$ cat config.mk
export PLATFORM = sky130hd
export DESIGN_NAME = nonrestoring_divider_flat
export DESIGN_NICKNAME = d
export VERILOG_FILES = /design/src/rtl/div_pkg.sv /design/src/rtl/nonrestoring_divider_if.sv /design/src/rtl/div_substep.sv /design/src/rtl/nonrestoring_divider.sv /design/src/flat_wrapper.sv
export SDC_FILE = /design/constraint.sdc
export NUM_CORES = 1
export LEC_CHECK = 0
export BUFFER_PORTS_ARGS = -buffer_cell sky130_fd_sc_hd__clkbuf_2
export CORE_MARGIN = 1.5
export CORE_UTILIZATION = 64
export CTS_CLUSTER_DIAMETER = 150
export DETAILED_ROUTE_END_ITERATION = 10
export PLACE_DENSITY = 0.95
export SKIP_CTS_REPAIR_TIMING = 1
export SYNTH_ARGS = -nofsm -noshare
export SYNTH_HDL_FRONTEND = slang
export SYNTH_SLANG_ARGS = --single-unit
$ cat constraint.sdc
create_clock -name clk -period 5.7 [get_ports clk]
set_clock_uncertainty 0.05 [all_clocks]
set_input_delay 0.285 -clock clk [delete_from_list [all_inputs] [get_ports clk]]
set_output_delay 0.285 -clock clk [all_outputs]
set_load 0.005 [all_outputs]
$ cat src/rtl/div_pkg.sv
// rtl/div_pkg.sv - shared types and constants for the non-restoring divider
// FSM state encoding, default width and counter width helper.
package div_pkg;

  localparam int DIV_WIDTH_DEFAULT = 8;
  localparam int DIV_CNT_W_DEFAULT = $clog2(DIV_WIDTH_DEFAULT);

  typedef enum logic [1:0] {
    IDLE = 2'd0,
    RUN  = 2'd1,
    FIX  = 2'd2,
    DONE = 2'd3
  } div_state_e;

  // Iteration counter width for a given operand width; never narrower than 1.
  function automatic int div_cnt_w(input int width);
    return (width < 2) ? 1 : $clog2(width);
  endfunction

endpackage

$ cat src/rtl/nonrestoring_divider_if.sv
// rtl/nonrestoring_divider_if.sv - start/busy/done handshake bundle for the divider
// The master drives the request and operands; the slave returns status and results.
interface nonrestoring_divider_if
  import div_pkg::*;
#(
  parameter int WIDTH = DIV_WIDTH_DEFAULT
);

  logic             start;
  logic [WIDTH-1:0] dividend;
  logic [WIDTH-1:0] divisor;
  logic             busy;
  logic             done;
  logic [WIDTH-1:0] quotient;
  logic [WIDTH-1:0] remainder;
  logic             div_by_zero;

  modport master (
    output start, dividend, divisor,
    input  busy, done, quotient, remainder, div_by_zero
  );

  modport slave (
    input  start, dividend, divisor,
    output busy, done, quotient, remainder, div_by_zero
  );

endinterface

$ cat src/rtl/div_substep.sv
// rtl/div_substep.sv - one combinational non-restoring division iteration
// Shifts the next dividend bit into the partial remainder, adds or subtracts |divisor|.
module div_substep
  import div_pkg::*;
#(
  parameter int WIDTH = DIV_WIDTH_DEFAULT
) (
  input  logic [WIDTH+1:0] prem,
  input  logic [WIDTH-1:0] qreg,
  input  logic [WIDTH:0]   dmag,
  output logic [WIDTH+1:0] prem_nx,
  output logic [WIDTH-1:0] qreg_nx
);

  logic [WIDTH+1:0] shifted;
  logic [WIDTH+1:0] dext;

  // |prem| < |divisor| <= 2^(WIDTH-1), so dropping the top bit before the shift is lossless.
  assign shifted = {prem[WIDTH:0], qreg[WIDTH-1]};
  assign dext    = {1'b0, dmag};
  assign prem_nx = prem[WIDTH+1] ? (shifted + dext) : (shifted - dext);
  assign qreg_nx = {qreg[WIDTH-2:0], ~prem_nx[WIDTH+1]};

endmodule

$ cat src/rtl/nonrestoring_divider.sv
// rtl/nonrestoring_divider.sv - sequential signed divider, one quotient bit per clock
// Optional DIV_OVERFLOW_SAT_EN saturates the -2^(WIDTH-1) / -1 quotient to the max positive value.
module nonrestoring_divider
  import div_pkg::*;
#(
  parameter int WIDTH = DIV_WIDTH_DEFAULT
) (
  input  logic                  clk,
  input  logic                  rst_n,
  nonrestoring_divider_if.slave bus
);

  localparam int             CW   = div_cnt_w(WIDTH);
  localparam logic [CW-1:0]  LAST = CW'(WIDTH - 1);

  div_state_e       state;
  logic [CW-1:0]    cnt;
  logic             neg_dvd;
  logic             neg_dvs;
  logic             dz;
  logic [WIDTH:0]   dvs_mag;
  logic [WIDTH+1:0] prem;
  logic [WIDTH-1:0] qreg;

  logic             busy_r;
  logic             done_r;
  logic [WIDTH-1:0] quot_r;
  logic [WIDTH-1:0] rem_r;
  logic             dz_r;

  logic [WIDTH-1:0] dvd_abs;
  logic [WIDTH-1:0] dvs_abs;
  logic [WIDTH+1:0] prem_nx;
  logic [WIDTH-1:0] qreg_nx;
  logic [WIDTH-1:0] rmag;
  logic [WIDTH-1:0] q_fix;
  logic [WIDTH-1:0] r_fix;

`ifdef DIV_OVERFLOW_SAT_EN
  logic             ovf;
`endif

  // Unsigned WIDTH-bit magnitudes: -2^(WIDTH-1) maps to 2^(WIDTH-1), which still fits.
  assign dvd_abs = bus.dividend[WIDTH-1] ? (~bus.dividend + 1'b1) : bus.dividend;
  assign dvs_abs = bus.divisor[WIDTH-1]  ? (~bus.divisor + 1'b1)  : bus.divisor;

  div_substep #(.WIDTH(WIDTH)) u_step (
    .prem    (prem),
    .qreg    (qreg),
    .dmag    (dvs_mag),
    .prem_nx (prem_nx),
    .qreg_nx (qreg_nx)
  );

  // Final remainder magnitude is below |divisor|, so the restore only needs the low WIDTH bits.
  always_comb begin
    rmag  = prem[WIDTH+1] ? (prem[WIDTH-1:0] + dvs_mag[WIDTH-1:0]) : prem[WIDTH-1:0];
    q_fix = (neg_dvd ^ neg_dvs) ? (~qreg + 1'b1) : qreg;
    r_fix = neg_dvd ? (~rmag + 1'b1) : rmag;
    if (dz) begin
      q_fix = '1;
      r_fix = neg_dvd ? (~qreg + 1'b1) : qreg;
    end
`ifdef DIV_OVERFLOW_SAT_EN
    if (ovf) begin
      q_fix = {1'b0, {(WIDTH-1){1'b1}}};
    end
`endif
  end

  always_ff @(posedge clk or negedge rst_n) begin
    if (!rst_n) begin
      state   <= IDLE;
      cnt     <= '0;
      neg_dvd <= 1'b0;
      neg_dvs <= 1'b0;
      dz      <= 1'b0;
      dvs_mag <= '0;
      prem    <= '0;
      qreg    <= '0;
      busy_r  <= 1'b0;
      done_r  <= 1'b0;
      quot_r  <= '0;
      rem_r   <= '0;
      dz_r    <= 1'b0;
`ifdef DIV_OVERFLOW_SAT_EN
      ovf     <= 1'b0;
`endif
    end else begin
      done_r <= 1'b0;
      case (state)
        IDLE: begin
          if (bus.start) begin
            neg_dvd <= bus.dividend[WIDTH-1];
            neg_dvs <= bus.divisor[WIDTH-1];
            dvs_mag <= {1'b0, dvs_abs};
            qreg    <= dvd_abs;
            prem    <= '0;
            cnt     <= '0;
            dz      <= (bus.divisor == '0);
            dz_r    <= 1'b0;
            busy_r  <= 1'b1;
`ifdef DIV_OVERFLOW_SAT_EN
            ovf     <= (bus.dividend == {1'b1, {(WIDTH-1){1'b0}}}) && (bus.divisor == '1);
`endif
            state   <= (bus.divisor == '0) ? FIX : RUN;
          end
        end
        RUN: begin
          prem <= prem_nx;
          qreg <= qreg_nx;
          cnt  <= cnt + 1'b1;
          if (cnt == LAST) begin
            state <= FIX;
          end
        end
        FIX: begin
          quot_r <= q_fix;
          rem_r  <= r_fix;
          dz_r   <= dz;
          busy_r <= 1'b0;
          done_r <= 1'b1;
          state  <= DONE;
        end
        DONE: begin
          state <= IDLE;
        end
        default: begin
          state <= IDLE;
        end
      endcase
    end
  end

  assign bus.busy        = busy_r;
  assign bus.done        = done_r;
  assign bus.quotient    = quot_r;
  assign bus.remainder   = rem_r;
  assign bus.div_by_zero = dz_r;

endmodule
$ cat src/flat_wrapper.sv
// flat-port wrapper written by rule: the top's interface ports become plain ports
module nonrestoring_divider_flat import div_pkg::*;
#(
  parameter int WIDTH = DIV_WIDTH_DEFAULT
)
  (clk, rst_n, bus_start, bus_dividend, bus_divisor, bus_busy, bus_done, bus_quotient, bus_remainder, bus_div_by_zero);
  nonrestoring_divider_if #(.WIDTH(WIDTH)) bus_i ();
  input  logic clk;
  input  logic rst_n;
  input wire logic [$bits(bus_i.start)-1:0] bus_start;
  input wire logic [$bits(bus_i.dividend)-1:0] bus_dividend;
  input wire logic [$bits(bus_i.divisor)-1:0] bus_divisor;
  output wire logic [$bits(bus_i.busy)-1:0] bus_busy;
  output wire logic [$bits(bus_i.done)-1:0] bus_done;
  output wire logic [$bits(bus_i.quotient)-1:0] bus_quotient;
  output wire logic [$bits(bus_i.remainder)-1:0] bus_remainder;
  output wire logic [$bits(bus_i.div_by_zero)-1:0] bus_div_by_zero;
  assign bus_i.start = bus_start;
  assign bus_i.dividend = bus_dividend;
  assign bus_i.divisor = bus_divisor;
  assign bus_busy = bus_i.busy;
  assign bus_done = bus_i.done;
  assign bus_quotient = bus_i.quotient;
  assign bus_remainder = bus_i.remainder;
  assign bus_div_by_zero = bus_i.div_by_zero;
  nonrestoring_divider #(.WIDTH(WIDTH)) u_core (.clk(clk), .rst_n(rst_n), .bus(bus_i));
endmodule
==> impl_results.md <==
- Status: complete, no violations
- HPWL after DPL: ~6400 µm
- Total leakage power: between 1.5 and 2 nW
- Crit Path Max Fanout: 23
- # clock sinks: 53
- Initial Utilization: between 60% and 70%
- Port Buffers: 37
- R2R Setup Slk: ~2.5 ns
- CORE AREA: about 0.0056 mm²
- Routed wl met3: approximately 600 µm
- Fill cells: 394
- Slowest-stage cell, CP: dfrtp_1
- Share of cells above drive strength 1: 13.11%
- Post-synthesis register bit count: 53
- Global route overflow: 0
- Final Cycle Share: a little under three fifths
- PD cells: 685.3 mW/mm²
- Remaining antenna violation count: 0
- First-pass GRT wire length: around 15,000 µm
- FF-to-FF Start: u_core.prem[9]
- Routed met2 length: 4500 µm
- Vias in the first global route: around 3,300
- Total die area: ~0.0064 mm²
- Top cell type's share of synthesized area: 35.11%
- Critical Path, Cell by Cell: mux2_2, ha_1, a21o_1, a21oi_1, o21ai_0, a21oi_1, a31oi_1, xnor2_1, a221oi_1
- R2R cell count: 9
- Fin Setup TNS: 0 ns
- Clock-pin slew on the worst setup and hold paths: roughly 0.11 ns
- CP most frequent cell: a21oi_1
- CP peak stage delay: around 0.89 ns
- M1 WL: 3658 µm
- Mapped Area: 0.003777 mm²
- Die Wd: roughly 80 µm
- Register area share after synthesis: 35.11%
- Total Routing Usage GR: slightly above 30%
- Setup crit end kind: flip-flop
- # H-tree levels: 2
- Final hold vios: 0
- Maxcap violations: 0
- Post-synth cell types: between 50 and 60
- Count leader, synth: dfrtp_1
- Yosys warns: 0
- Vias: ~3,500
- Max Fclk: 310.6 MHz
- Clock Path Buffers: 2
- Mapped Nets: approximately 500
- Unrepaired setup endpoints after global routing: false
- Num CTS Buffers: 5
- Mean Syn Cell Area: 8.488 µm²
- Largest net degree at the start of global routing: between 50 and 60
- Worst min-delay path class: in -> async
- DR WL/cell: about 16 µm
- Worst slew pin tran: a little under 0.9 ns
- Pre-CTS WS: between 2 and 3 ns
- EDFF count, synth: 0
- Cells after Synth: 445
- CTS Root Buffer Type: clkbuf_8
- Arrival @ worst endpoint: about 3.4 ns
- Via/cell ratio: around 6.4
- Residual DRC: 0
- WHS: approximately 0.0093 ns
- Reg-to-Reg End: u_core.qreg[0]
- Ant diodes: 0
- Area growth syn-to-layout: 9.010%
- Async SR Flop Fraction: between 90% and 100%
- Max-slew headroom: about two fifths
- Dominant cells by area after synthesis: dfrtp_1 (35%), ha_1 (8.6%), o21ai_0 (5.8%)
- Nets: between 500 and 600
- Initial antenna violation count: 0
- Final min period: 3.220 ns
- Clk_lat worst skew: between 0.3 and 0.4 ns
- Ys flop type: dfrtp_1
- Die H: ~80 µm
- Io pins: 38
- Final GP Congestion: roughly 0.88
- Critical Path RT: around 5.9 ns
- Synth area leader: dfrtp_1
- Worst IR drop on VDD: 0.0004080 V
- Drt first pass iters: 5
- Worst setup SP type: flip-flop
- Slew Limit Fails: 0
- Design area: just over 0.004 mm²
- Uppermost layer routed: met4
- Crit Path Class: reg -> reg
- Top cells by count, synth: dfrtp_1 (53), nor2_1 (49), nand2_1 (46)
- Starting DRT DRC Count: just under 300
- Min setup slack post-route: approximately 2.5 ns
- Final WL: around 9000 µm
- CTS tree: built
- Core Rows: 27
- DP Area: 0.003994 mm²
- Setup violations, final: 0
## worst max path at each step
stage                              start              to  slack [ns]  cells past startpoint
after global placement    u_core.prem[9]  u_core.qreg[0]        2.76                      9
after detailed placement  u_core.prem[9]  u_core.qreg[0]        2.58                      9
after CTS                 u_core.prem[9]  u_core.qreg[0]        2.57                      9
after floorplan           u_core.prem[9]  u_core.qreg[0]        2.77                     11
after global routing      u_core.prem[9]  u_core.qreg[0]        2.31                      9
final                     u_core.prem[9]  u_core.qreg[0]        2.48                      9
## sequential cells by signal, summed over array words and instances (netlist names)
signal / cells
u_core.state: 2
u_core.bus.done: 1
u_core.cnt: 3
u_core.bus.busy: 1
u_core.dz: 1
u_core.qreg: 8
u_core.neg_dvs: 1
u_core.neg_dvd: 1
u_core.bus.remainder: 8
u_core.dvs_mag: 8
u_core.prem: 10
u_core.bus.quotient: 8
u_core.bus.div_by_zero: 1
## routing by layer
metal  vias to the layer above  GRT usage, %
met4                         0         11.90
met2                       167         52.63
met3                        25         4.914
met5                         -             0
li1                       1614             -
met1                      1671         37.89
## through the flow
| stage | std cells | util (%) | power (mW) |
|---|---|---|---|
| final | 545 | 73.43 | 2.822 |
| after global routing | 545 | 73.43 | 3.053 |
| after CTS | 545 | 73.43 | 2.781 |
| after detailed placement | 537 | 71.22 | 2.466 |
| after global placement | 537 | 71.22 | 2.366 |
| after floorplan | 445 | - | 2.048 |
## cells in the final DEF, fill, tap and decap left out, drive strengths merged, types with 2 or more instances in the layout
| master | count |
|---|---|
| a221o | 2 |
| nor3b | 2 |
| a32o | 2 |
| nor4b | 2 |
| nor2b | 4 |
| dfrtp | 53 |
| nor2 | 50 |
| or3 | 4 |
| and3 | 2 |
| o21ai | 45 |
| ha | 26 |
| buf | 2 |
| or4 | 2 |
| o221ai | 2 |
| nand3 | 7 |
| a21boi | 2 |
| a21o | 3 |
| nor3 | 12 |
| nor4 | 4 |
| xnor2 | 14 |
| nand2b | 7 |
| fa | 2 |
| a21oi | 35 |
| a31oi | 3 |
| mux2 | 5 |
| inv | 27 |
| o211ai | 3 |
| o21ba | 2 |
| clkbuf | 43 |
| mux2i | 7 |
| o22ai | 2 |
| o31ai | 5 |
| nand3b | 2 |
| nand2 | 46 |
| o21a | 2 |
| a211oi | 3 |
| a22o | 5 |
| xor2 | 24 |
## power by group
group	leakage [nW]	switching, mW	total, mW	internal [mW]
Combinational	1.20	1.01	1.76	0.752
Sequential	0.652	0.230	0.777	0.547
Clock	0.0633	0.139	0.285	0.146
## logic make-up (layout without fill, tap and decap cells)
family	Yosys count	count (layout)	share of synthesized area, %
flip-flops	53	53	35.11
XOR/XNOR	38	38	8.811
multiplexers	13	13	3.942
adder cells (fa/ha/maj)	28	28	9.672
buffers and inverters	45	73	4.538
AO/OA/AOI/OAI	123	123	20.07
AND/OR/NAND/NOR	145	145	17.85
## worst max-delay path: cells and delay by family, from the launching register on
family                   cells  cell delay (ns)
adder cells (fa/ha/maj)      1             0.27
XOR/XNOR                     1             0.20
multiplexers                 1             0.43
flip-flops                   1             0.89
AO/OA/AOI/OAI                6             1.27
## area by class of cell
type	count	area (µm²)	area share (%)
Clock buffer	6	82.58	2.005
Inverter	26	97.59	2.370
Tap cell	72	90.09	2.188
Multi-Input combinational cell	347	2280	55.36
Timing Repair Buffer	39	200.2	4.862
Clock inverter	2	41.29	1.003
Sequential cell	53	1326	32.21
Note: power is estimated with default switching activity, not from simulation.
